==> config.mk <==
export PLATFORM = sky130hd
export DESIGN_NAME = alu_exec_unit
export DESIGN_NICKNAME = d
export VERILOG_FILES = /design/src/rtl/alu_exec_unit.sv
export SDC_FILE = /design/constraint.sdc
export NUM_CORES = 1
export LEC_CHECK = 0
export BUFFER_PORTS_ARGS = -buffer_cell sky130_fd_sc_hd__buf_2
export CAP_MARGIN = 10
export CORE_ASPECT_RATIO = 0.9
export CORE_UTILIZATION = 55
export DETAILED_ROUTE_END_ITERATION = 16
export PLACE_DENSITY = 0.9
export SYNTH_ARGS = -nofsm -noshare
export SYNTH_HDL_FRONTEND = slang
export SYNTH_SLANG_ARGS = --single-unit
==> constraint.sdc <==
create_clock -name clk -period 3.1 [get_ports clk]
set_input_delay 0.31 -clock clk [delete_from_list [all_inputs] [get_ports clk]]
set_output_delay 0.31 -clock clk [all_outputs]
set_load 0.01 [all_outputs]
==> src/rtl/alu_exec_unit.sv <==
// alu_exec_unit -- multi-cycle integer execute unit with request/result handshakes.
//
// Decodes a RISC-V style (aluop, funct3, funct7b5, funct7b0, op5) request into
// a 4-bit operation code and executes it. There is one operation in flight at
// a time.
//   - Simple ALU operations complete on the accepting edge.
//   - Shifts iterate by up to SHIFT_STEP bit positions per cycle.
//   - The optional multiply uses shift-add.
//
// Optional feature: define ALU_EXEC_MUL_EN to build in the iterative multiplier.
// This adds the MUL state and operation code 1010.
//
// Ports:
//   clk, rst_n            clock, asynchronous active-low reset
//   in_valid / in_ready   request handshake (in_ready only while idle)
//   aluop, funct3, funct7b5, funct7b0, op5   operation encoding
//   src_a, src_b          XLEN-bit operands
//   out_valid / out_ready result handshake
//   result, zero          result and (result == 0), registered together
//   alu_ctrl              decoded code of the current/last request
module alu_exec_unit #(
  parameter int XLEN       = 32,
  parameter int SHIFT_STEP = 1
) (
  input  logic            clk,
  input  logic            rst_n,
  input  logic            in_valid,
  output logic            in_ready,
  input  logic [1:0]      aluop,
  input  logic [2:0]      funct3,
  input  logic            funct7b5,
  input  logic            funct7b0,
  input  logic            op5,
  input  logic [XLEN-1:0] src_a,
  input  logic [XLEN-1:0] src_b,
  output logic            out_valid,
  input  logic            out_ready,
  output logic [XLEN-1:0] result,
  output logic            zero,
  output logic [3:0]      alu_ctrl
);
  localparam int SW = $clog2(XLEN);
  localparam logic [SW-1:0] STEP = SW'(SHIFT_STEP);

  localparam logic [3:0] OP_ADD  = 4'b0000;
  localparam logic [3:0] OP_SUB  = 4'b0001;
  localparam logic [3:0] OP_SLL  = 4'b0010;
  localparam logic [3:0] OP_SLT  = 4'b0011;
  localparam logic [3:0] OP_SLTU = 4'b0100;
  localparam logic [3:0] OP_XOR  = 4'b0101;
  localparam logic [3:0] OP_SRL  = 4'b0110;
  localparam logic [3:0] OP_SRA  = 4'b0111;
  localparam logic [3:0] OP_OR   = 4'b1000;
  localparam logic [3:0] OP_AND  = 4'b1001;

  localparam logic [1:0] S_IDLE  = 2'd0;
  localparam logic [1:0] S_SHIFT = 2'd1;
  localparam logic [1:0] S_DONE  = 2'd2;
`ifdef ALU_EXEC_MUL_EN
  localparam logic [3:0] OP_MUL  = 4'b1010;
  localparam logic [1:0] S_MUL   = 2'd3;
`endif

  function automatic logic [3:0] decode(input logic [1:0] op, input logic [2:0] f3,
                                        input logic f7b5, input logic f7b0, input logic o5);
    logic [3:0] c;
    c = OP_ADD;
    case (op)
      2'b01: begin
        case (f3)
          3'b100, 3'b101: c = OP_SLT;
          3'b110, 3'b111: c = OP_SLTU;
          default:        c = OP_SUB;
        endcase
      end
      2'b10: begin
        case (f3)
          3'b000:  c = (o5 & f7b5) ? OP_SUB : OP_ADD;
          3'b001:  c = OP_SLL;
          3'b010:  c = OP_SLT;
          3'b011:  c = OP_SLTU;
          3'b100:  c = OP_XOR;
          3'b101:  c = f7b5 ? OP_SRA : OP_SRL;
          3'b110:  c = OP_OR;
          default: c = OP_AND;
        endcase
`ifdef ALU_EXEC_MUL_EN
        if (f3 == 3'b000 && o5 && f7b0) c = OP_MUL;
`endif
      end
      default: c = OP_ADD;
    endcase
`ifndef ALU_EXEC_MUL_EN
    // funct7b0 only selects MUL; without the multiplier it has no effect.
    if (f7b0) c = c;
`endif
    return c;
  endfunction

  function automatic logic [XLEN-1:0] alu_simple(input logic [3:0] c, input logic [XLEN-1:0] a,
                                                 input logic [XLEN-1:0] b);
    logic signed [XLEN-1:0] sa;
    logic signed [XLEN-1:0] sb;
    sa = a;
    sb = b;
    case (c)
      OP_SUB:  return a - b;
      OP_SLT:  return {{(XLEN-1){1'b0}}, (sa < sb)};
      OP_SLTU: return {{(XLEN-1){1'b0}}, (a < b)};
      OP_XOR:  return a ^ b;
      OP_OR:   return a | b;
      OP_AND:  return a & b;
      default: return a + b;
    endcase
  endfunction

  function automatic logic [XLEN-1:0] shift_by(input logic [3:0] c, input logic [XLEN-1:0] v,
                                               input logic [SW-1:0] n);
    logic signed [XLEN-1:0] sv;
    sv = v;
    case (c)
      OP_SLL:  return v << n;
      OP_SRL:  return v >> n;
      // Shifting the partial result keeps its MSB equal to the original src_a MSB.
      OP_SRA:  return sv >>> n;
      default: return v;
    endcase
  endfunction

  logic [1:0]      state_q, state_d;
  logic [SW-1:0]   cnt_q, cnt_d;
  logic [3:0]      ctrl_q, ctrl_d;
  logic [XLEN-1:0] result_q, result_d;
  logic            zero_q, zero_d;
  logic [3:0]      dec;
  logic [SW-1:0]   shamt_in, amt_in, amt;
`ifdef ALU_EXEC_MUL_EN
  logic [XLEN-1:0] mcand_q, mcand_d, mplier_q, mplier_d;
`endif

  always_comb begin
    state_d  = state_q;
    cnt_d    = cnt_q;
    ctrl_d   = ctrl_q;
    result_d = result_q;
    zero_d   = zero_q;
`ifdef ALU_EXEC_MUL_EN
    mcand_d  = mcand_q;
    mplier_d = mplier_q;
`endif
    dec      = decode(aluop, funct3, funct7b5, funct7b0, op5);
    shamt_in = src_b[SW-1:0];
    amt_in   = (shamt_in > STEP) ? STEP : shamt_in;
    amt      = (cnt_q > STEP) ? STEP : cnt_q;

    case (state_q)
      S_IDLE: begin
        if (in_valid) begin
          ctrl_d = dec;
          case (dec)
            // The first shift step happens on the accepting edge, so a shift of
            // n positions finishes after ceil(n/SHIFT_STEP) edges (min 1).
            OP_SLL, OP_SRL, OP_SRA: begin
              result_d = shift_by(dec, src_a, amt_in);
              cnt_d    = shamt_in - amt_in;
              state_d  = (cnt_d == '0) ? S_DONE : S_SHIFT;
            end
`ifdef ALU_EXEC_MUL_EN
            // Bit 0 of the multiplier is consumed on the accepting edge and the
            // remaining XLEN-1 bits are consumed in MUL: XLEN edges in total.
            OP_MUL: begin
              result_d = src_b[0] ? src_a : '0;
              mcand_d  = src_a << 1;
              mplier_d = src_b >> 1;
              cnt_d    = SW'(XLEN - 1);
              state_d  = S_MUL;
            end
`endif
            default: begin
              result_d = alu_simple(dec, src_a, src_b);
              state_d  = S_DONE;
            end
          endcase
        end
      end
      S_SHIFT: begin
        result_d = shift_by(ctrl_q, result_q, amt);
        cnt_d    = cnt_q - amt;
        if (cnt_d == '0) state_d = S_DONE;
      end
`ifdef ALU_EXEC_MUL_EN
      S_MUL: begin
        result_d = result_q + (mplier_q[0] ? mcand_q : '0);
        mcand_d  = mcand_q << 1;
        mplier_d = mplier_q >> 1;
        cnt_d    = cnt_q - 1'b1;
        if (cnt_q == SW'(1)) state_d = S_DONE;
      end
`endif
      S_DONE: begin
        if (out_ready) state_d = S_IDLE;
      end
      default: state_d = S_IDLE;
    endcase

    // zero is captured together with the final result value.
    if (state_d == S_DONE && state_q != S_DONE) zero_d = (result_d == '0);
  end

  always_ff @(posedge clk or negedge rst_n) begin
    if (!rst_n) begin
      state_q  <= S_IDLE;
      cnt_q    <= '0;
      ctrl_q   <= OP_ADD;
      result_q <= '0;
      zero_q   <= 1'b0;
    end else begin
      state_q  <= state_d;
      cnt_q    <= cnt_d;
      ctrl_q   <= ctrl_d;
      result_q <= result_d;
      zero_q   <= zero_d;
    end
  end

`ifdef ALU_EXEC_MUL_EN
  // Multiplier working registers are only meaningful inside MUL, so they carry no reset.
  always_ff @(posedge clk) begin
    mcand_q  <= mcand_d;
    mplier_q <= mplier_d;
  end
`endif

  assign in_ready  = (state_q == S_IDLE);
  assign out_valid = (state_q == S_DONE);
  assign result    = result_q;
  assign zero      = zero_q;
  assign alu_ctrl  = ctrl_q;

endmodule

==> results of run 1 <==
[metal layers]
| layer | track usage | overflow |
|---|---|---|
| met1 | 0.8941 | 22 |
| met2 | 0.9870 | 118 |
| met3 | 0.7935 | 19 |
| met4 | 0.8863 | 87 |
| met5 | 0.5706 | 1 |
[cells by family after synthesis]
kind of cell    share of synthesized area
mux                              0.004417
xor+xnor                          0.03279
simple gates                       0.2229
buf+inv                           0.08433
compound gates                     0.3997
fa+ha+maj                          0.1381
flops                              0.1178
[metrics by stage]
step / TNS (ns) / util / cell area [um^2] / std cells / setup WS (ns)
floorplan: -0.6663 / - / 9440 / 1362 / -0.6663
detailed placement: -10.61 / 0.8149 / 13320 / 2047 / -1.372
CTS: -1.038 / 0.8682 / 14190 / 2071 / -0.6818
global placement: -7.692 / 0.8149 / 13320 / 2047 / -1.155
[what timing repair did]
item	CTS
setup buffers	17
pin swaps	41
gates resized for setup	133
endpoints found under the setup margin	15
==> flow_metrics.py, run 1 <==
metrics = {
    "run_status": {
        "outcome": "stopped before the end",
        "lastStage": "global routing (5_1_grt)",
        "stop_error": "[ERROR GRT-0116] Global routing finished with congestion. Check the congestion regions in the DRC Viewer.",
    },
    "grt": {
        "grt_pass1_wl_um": 120200,
        "grt.overflow.total": 247,
        "grt_max_degree": 45,
        "track_usage": 0.8876,
        "grt_pass1_vias": 18949,
    },
    "synth": {
        "ys_top_cells_by_area": "ha_1, dfrtp_1, a21oi_1",
        "synth_ff_type": "dfrtp_1",
        "synth_cells": 1362,
        "avgSynthCellArea_um2": 6.863,
        "ys_top_cells_by_count": "a21oi_1, nor2_1, nand2_1",
        "synth_most_common_cell": "a21oi_1",
        "async_flop_share": 1.000,
        "yosysSeqAreaShare": 0.1178,
        "synth_area_leader_cell": "ha_1",
        "synth_edf_count": 0,
        "ys_ff_latch": 44,
        "synth_cell_types": 94,
        "syn-num-nets": 1540,
        "ys_warn_count": 0,
        "synth_top_area_share": 0.1339,
        "netlist_area_um2": 9348,
    },
    "place": {
        "io_buffers": 113,
        "post-dp-hpwl_um": 39510,
        "gp_congestion": 1.170,
    },
    "clocking": {
        "ctsHoldBuffers": 0,
        "numCtsBuffers": 5,
        "cts_max_level": 2,
        "clk_path_buf_depth": 2,
        "clkSinkCount": 44,
        "cts_root_buf": "clkbuf_16",
    },
    "die": {
        "num_io_pins": 115,
        "start_util": 0.5717,
        "rows": 44,
        "die_w_um": 139.4,
        "die_h_um": 125.7,
    },
}
==> inputs of run 2 (changes only) <==
- CORE_ASPECT_RATIO: 0.9 -> unset
- CORE_UTILIZATION: 55 -> 40
- PLACE_DENSITY: 0.9 -> unset
- PLACE_DENSITY_LB_ADDON: unset -> 0.15
- clock period: 3.1 -> 4.03 ns (I/O delays scaled with it)
==> run 2 against run 1 <==
  * The flow now finishes, with violations (setup timing)
  * Synthesized cell count stayed put
  * Synthesized area stayed put
==> flow_metrics.py, run 2 <==
metrics = {
    "run_status": {
        "outcome": "finished, violations left",
        "failed_checks": "setup timing",
    },
    "pwr": {
        "p_per_area_nw_per_um2": 296.0,
        "vdd_drop_max_uv": 178.3,
        "total_power_mw": 3.916,
        "cellLeakagePower_nw": 6.196,
    },
    "worst_setup_path": {
        "crit_path_end_kind": "flop",
        "rr_startpoint": "alu_ctrl[0]$_DFFE_PN0P_",
        "crit_family": "simple AND/OR/NAND/NOR gates",
        "cpMostUsedCell": "or4_4",
        "critPathBufInv": 4,
        "critPathSlowestCell": "or4_4",
        "required_ns": 4.26,
        "startpoint": "src_a[0]",
        "critPathMaxFanout": 3,
        "crit_type": "input port to flop",
        "start_kind": "input port",
        "arrival_ns": 4.30,
        "crit_chain": "buf_6 > inv_4 > ha_4 > inv_2 > fa_2 > nor2b_4 > o311a_1 > o211ai_1 > buf_4 > a211oi_2 > o21ai_1 > a31oi_1 > a2111o_1 > or4_4 > or4_4 > nor4_4 > and4b_1 > a32o_1",
        "max_stage_delay_ns": 0.51,
    },
    "synth": {
        "synth_edf_count": 0,
        "synth_cell_types": 94,
        "synth_cells": 1362,
        "syn-num-nets": 1540,
        "synth_ff_type": "dfrtp_1",
        "ys_ff_latch": 44,
        "ys_warn_count": 0,
        "async_flop_share": 1.000,
        "avgSynthCellArea_um2": 6.863,
        "ys_top_cells_by_count": "a21oi_1, nor2_1, nand2_1",
        "netlist_area_um2": 9348,
        "ys_top_cells_by_area": "ha_1, dfrtp_1, a21oi_1",
        "synth_most_common_cell": "a21oi_1",
        "synth_area_leader_cell": "ha_1",
        "synth_top_area_share": 0.1339,
        "yosysSeqAreaShare": 0.1178,
    },
    "layout": {
        "area_delta_synth_final_pct": 41.53,
        "diodes": 0,
        "multi_input_area_um2": 7701,
        "final_util": 0.5808,
        "nFillCells": 2264,
        "stdcell_count": 2082,
        "layout_commonest_cell": "buf_4",
        "layout-drive-gt1-share": 0.3262,
        "fin_nets": 1948,
        "regArea_um2": 1101,
        "fin_area_um2": 13230,
        "layout_common_cells": "buf_4, a21oi_1, nor2_1",
        "largest_reg_flops": 32,
    },
    "hold_path": {
        "min_path_type": "input port to async pin",
    },
    "die": {
        "rows": 55,
        "die_h_um": 154.9,
        "num_io_pins": 115,
        "start_util": 0.4104,
        "dieArea_um2": 23980,
        "fp.coreArea_um2": 22780,
        "die_w_um": 154.9,
    },
    "timing": {
        "maxSlewViolCount": 0,
        "worst_slack_ns": -0.03853,
        "finClkSkew_ns": 0.008227,
        "hold_ws_ns": 0.2885,
        "rsz0062_at_grt": "true",
        "setup_tns_ns": -0.05058,
        "finalCriticalPeriod_ns": 4.069,
        "worst_slew_pin_slew_ns": 1.029,
        "report.final.hold_viol_count": 0,
        "fmax_mhz": 245.8,
        "finalCritPeriodShare": 1.010,
        "slew_headroom": 0.3140,
        "setup_viol": 2,
    },
    "drt": {
        "drt_iter0_drc": 1571,
        "vias": 12675,
        "drc": 0,
        "routed_wl_um": 45810,
        "first_pass_iters": 9,
        "route.detailed.wl_per_inst_um": 22.00,
        "vias_per_cell": 6.088,
        "antenna_left": 0,
    },
    "clocking": {
        "clkTransAtPathRegs_ns": 0.07,
        "clk_latency_ns": 0.29,
        "cts_max_level": 2,
        "numCtsBuffers": 5,
        "cts_tree": "yes",
        "ctsHoldBuffers": 0,
        "cts_root_buf": "clkbuf_16",
        "clk_path_buf_depth": 2,
        "clkSinkCount": 44,
    },
    "place": {
        "post-dp-hpwl_um": 37750,
        "dp_cells": 2048,
        "gp_congestion": 1.007,
        "io_buffers": 113,
        "dp_slack_ns": -0.6233,
        "placed_area_um2": 12630,
    },
    "grt": {
        "grt.overflow.total": 0,
        "grt_max_degree": 45,
        "track_usage": 0.3761,
        "grt_pass1_vias": 11710,
        "grt_antenna_before_repair": 0,
        "grt_pass1_wl_um": 69380,
    },
    "job": {
        "drv_cap": 0,
    },
}
run 2: cell counts after synthesis:
Identical to the previous run, type by type.
run 2: layout make-up:
class / count / share of cell area
multi-input cells: 1121 / 0.5821
inverters: 101 / 0.02884
clock buffers: 5 / 0.009457
flip-flops and latches: 44 / 0.08322
well taps: 313 / 0.02960
clock inverters: 1 / 0.002270
repair buffers: 497 / 0.2645
run 2: report_power, final:
part           total [mW]  internal [mW]  switching [mW]
logic                2.61           1.18            1.42
registers           0.851          0.595           0.256
clock network       0.458          0.286           0.172
run 2: what timing repair did:
| item | 4_1_cts | 5_1_grt |
|---|---|---|
| gates resized for setup | 25 | 37 |
| buffers inserted | 17 | 14 |
| setup endpoints to repair | 1 | 4 |
| pin swaps | 16 | 31 |
run 2: routing by layer:
layer	track usage	up-vias	share of wire
li1	-	5879	-
met1	0.5610	5986	0.46
met2	0.5324	738	0.41
met3	0.09610	72	0.12
met4	0.08345	0	0.019
met5	0	-	0
run 2: cell families after synthesis:
kind of cell / Yosys count / synth area share
xor+xnor: 35 / 0.03279
compound gates: 554 / 0.3997
flops: 44 / 0.1178
fa+ha+maj: 102 / 0.1381
buf+inv: 197 / 0.08433
mux: 4 / 0.004417
simple gates: 426 / 0.2229
run 2: final timing paths:
kind | cells after the start | endpoint | slack (ns)
hold reg to reg | 1 | zero$_DFFE_PN0P_ | 0.56
setup / recovery | 18 | zero$_DFFE_PN0P_ | -0.04
max in group asynchronous | 1 | result[0]$_DFF_PN0_ | 3.09
hold / removal | 1 | cnt_q[0]$_DFFE_PN0P_ | 0.29
min in group clk | 4 | state_q[1]$_DFF_PN0_ | 0.48
setup reg to reg | 18 | result[14]$_DFF_PN0_ | 0.04
No activity file was read; power rests on OpenSTA's default activity.
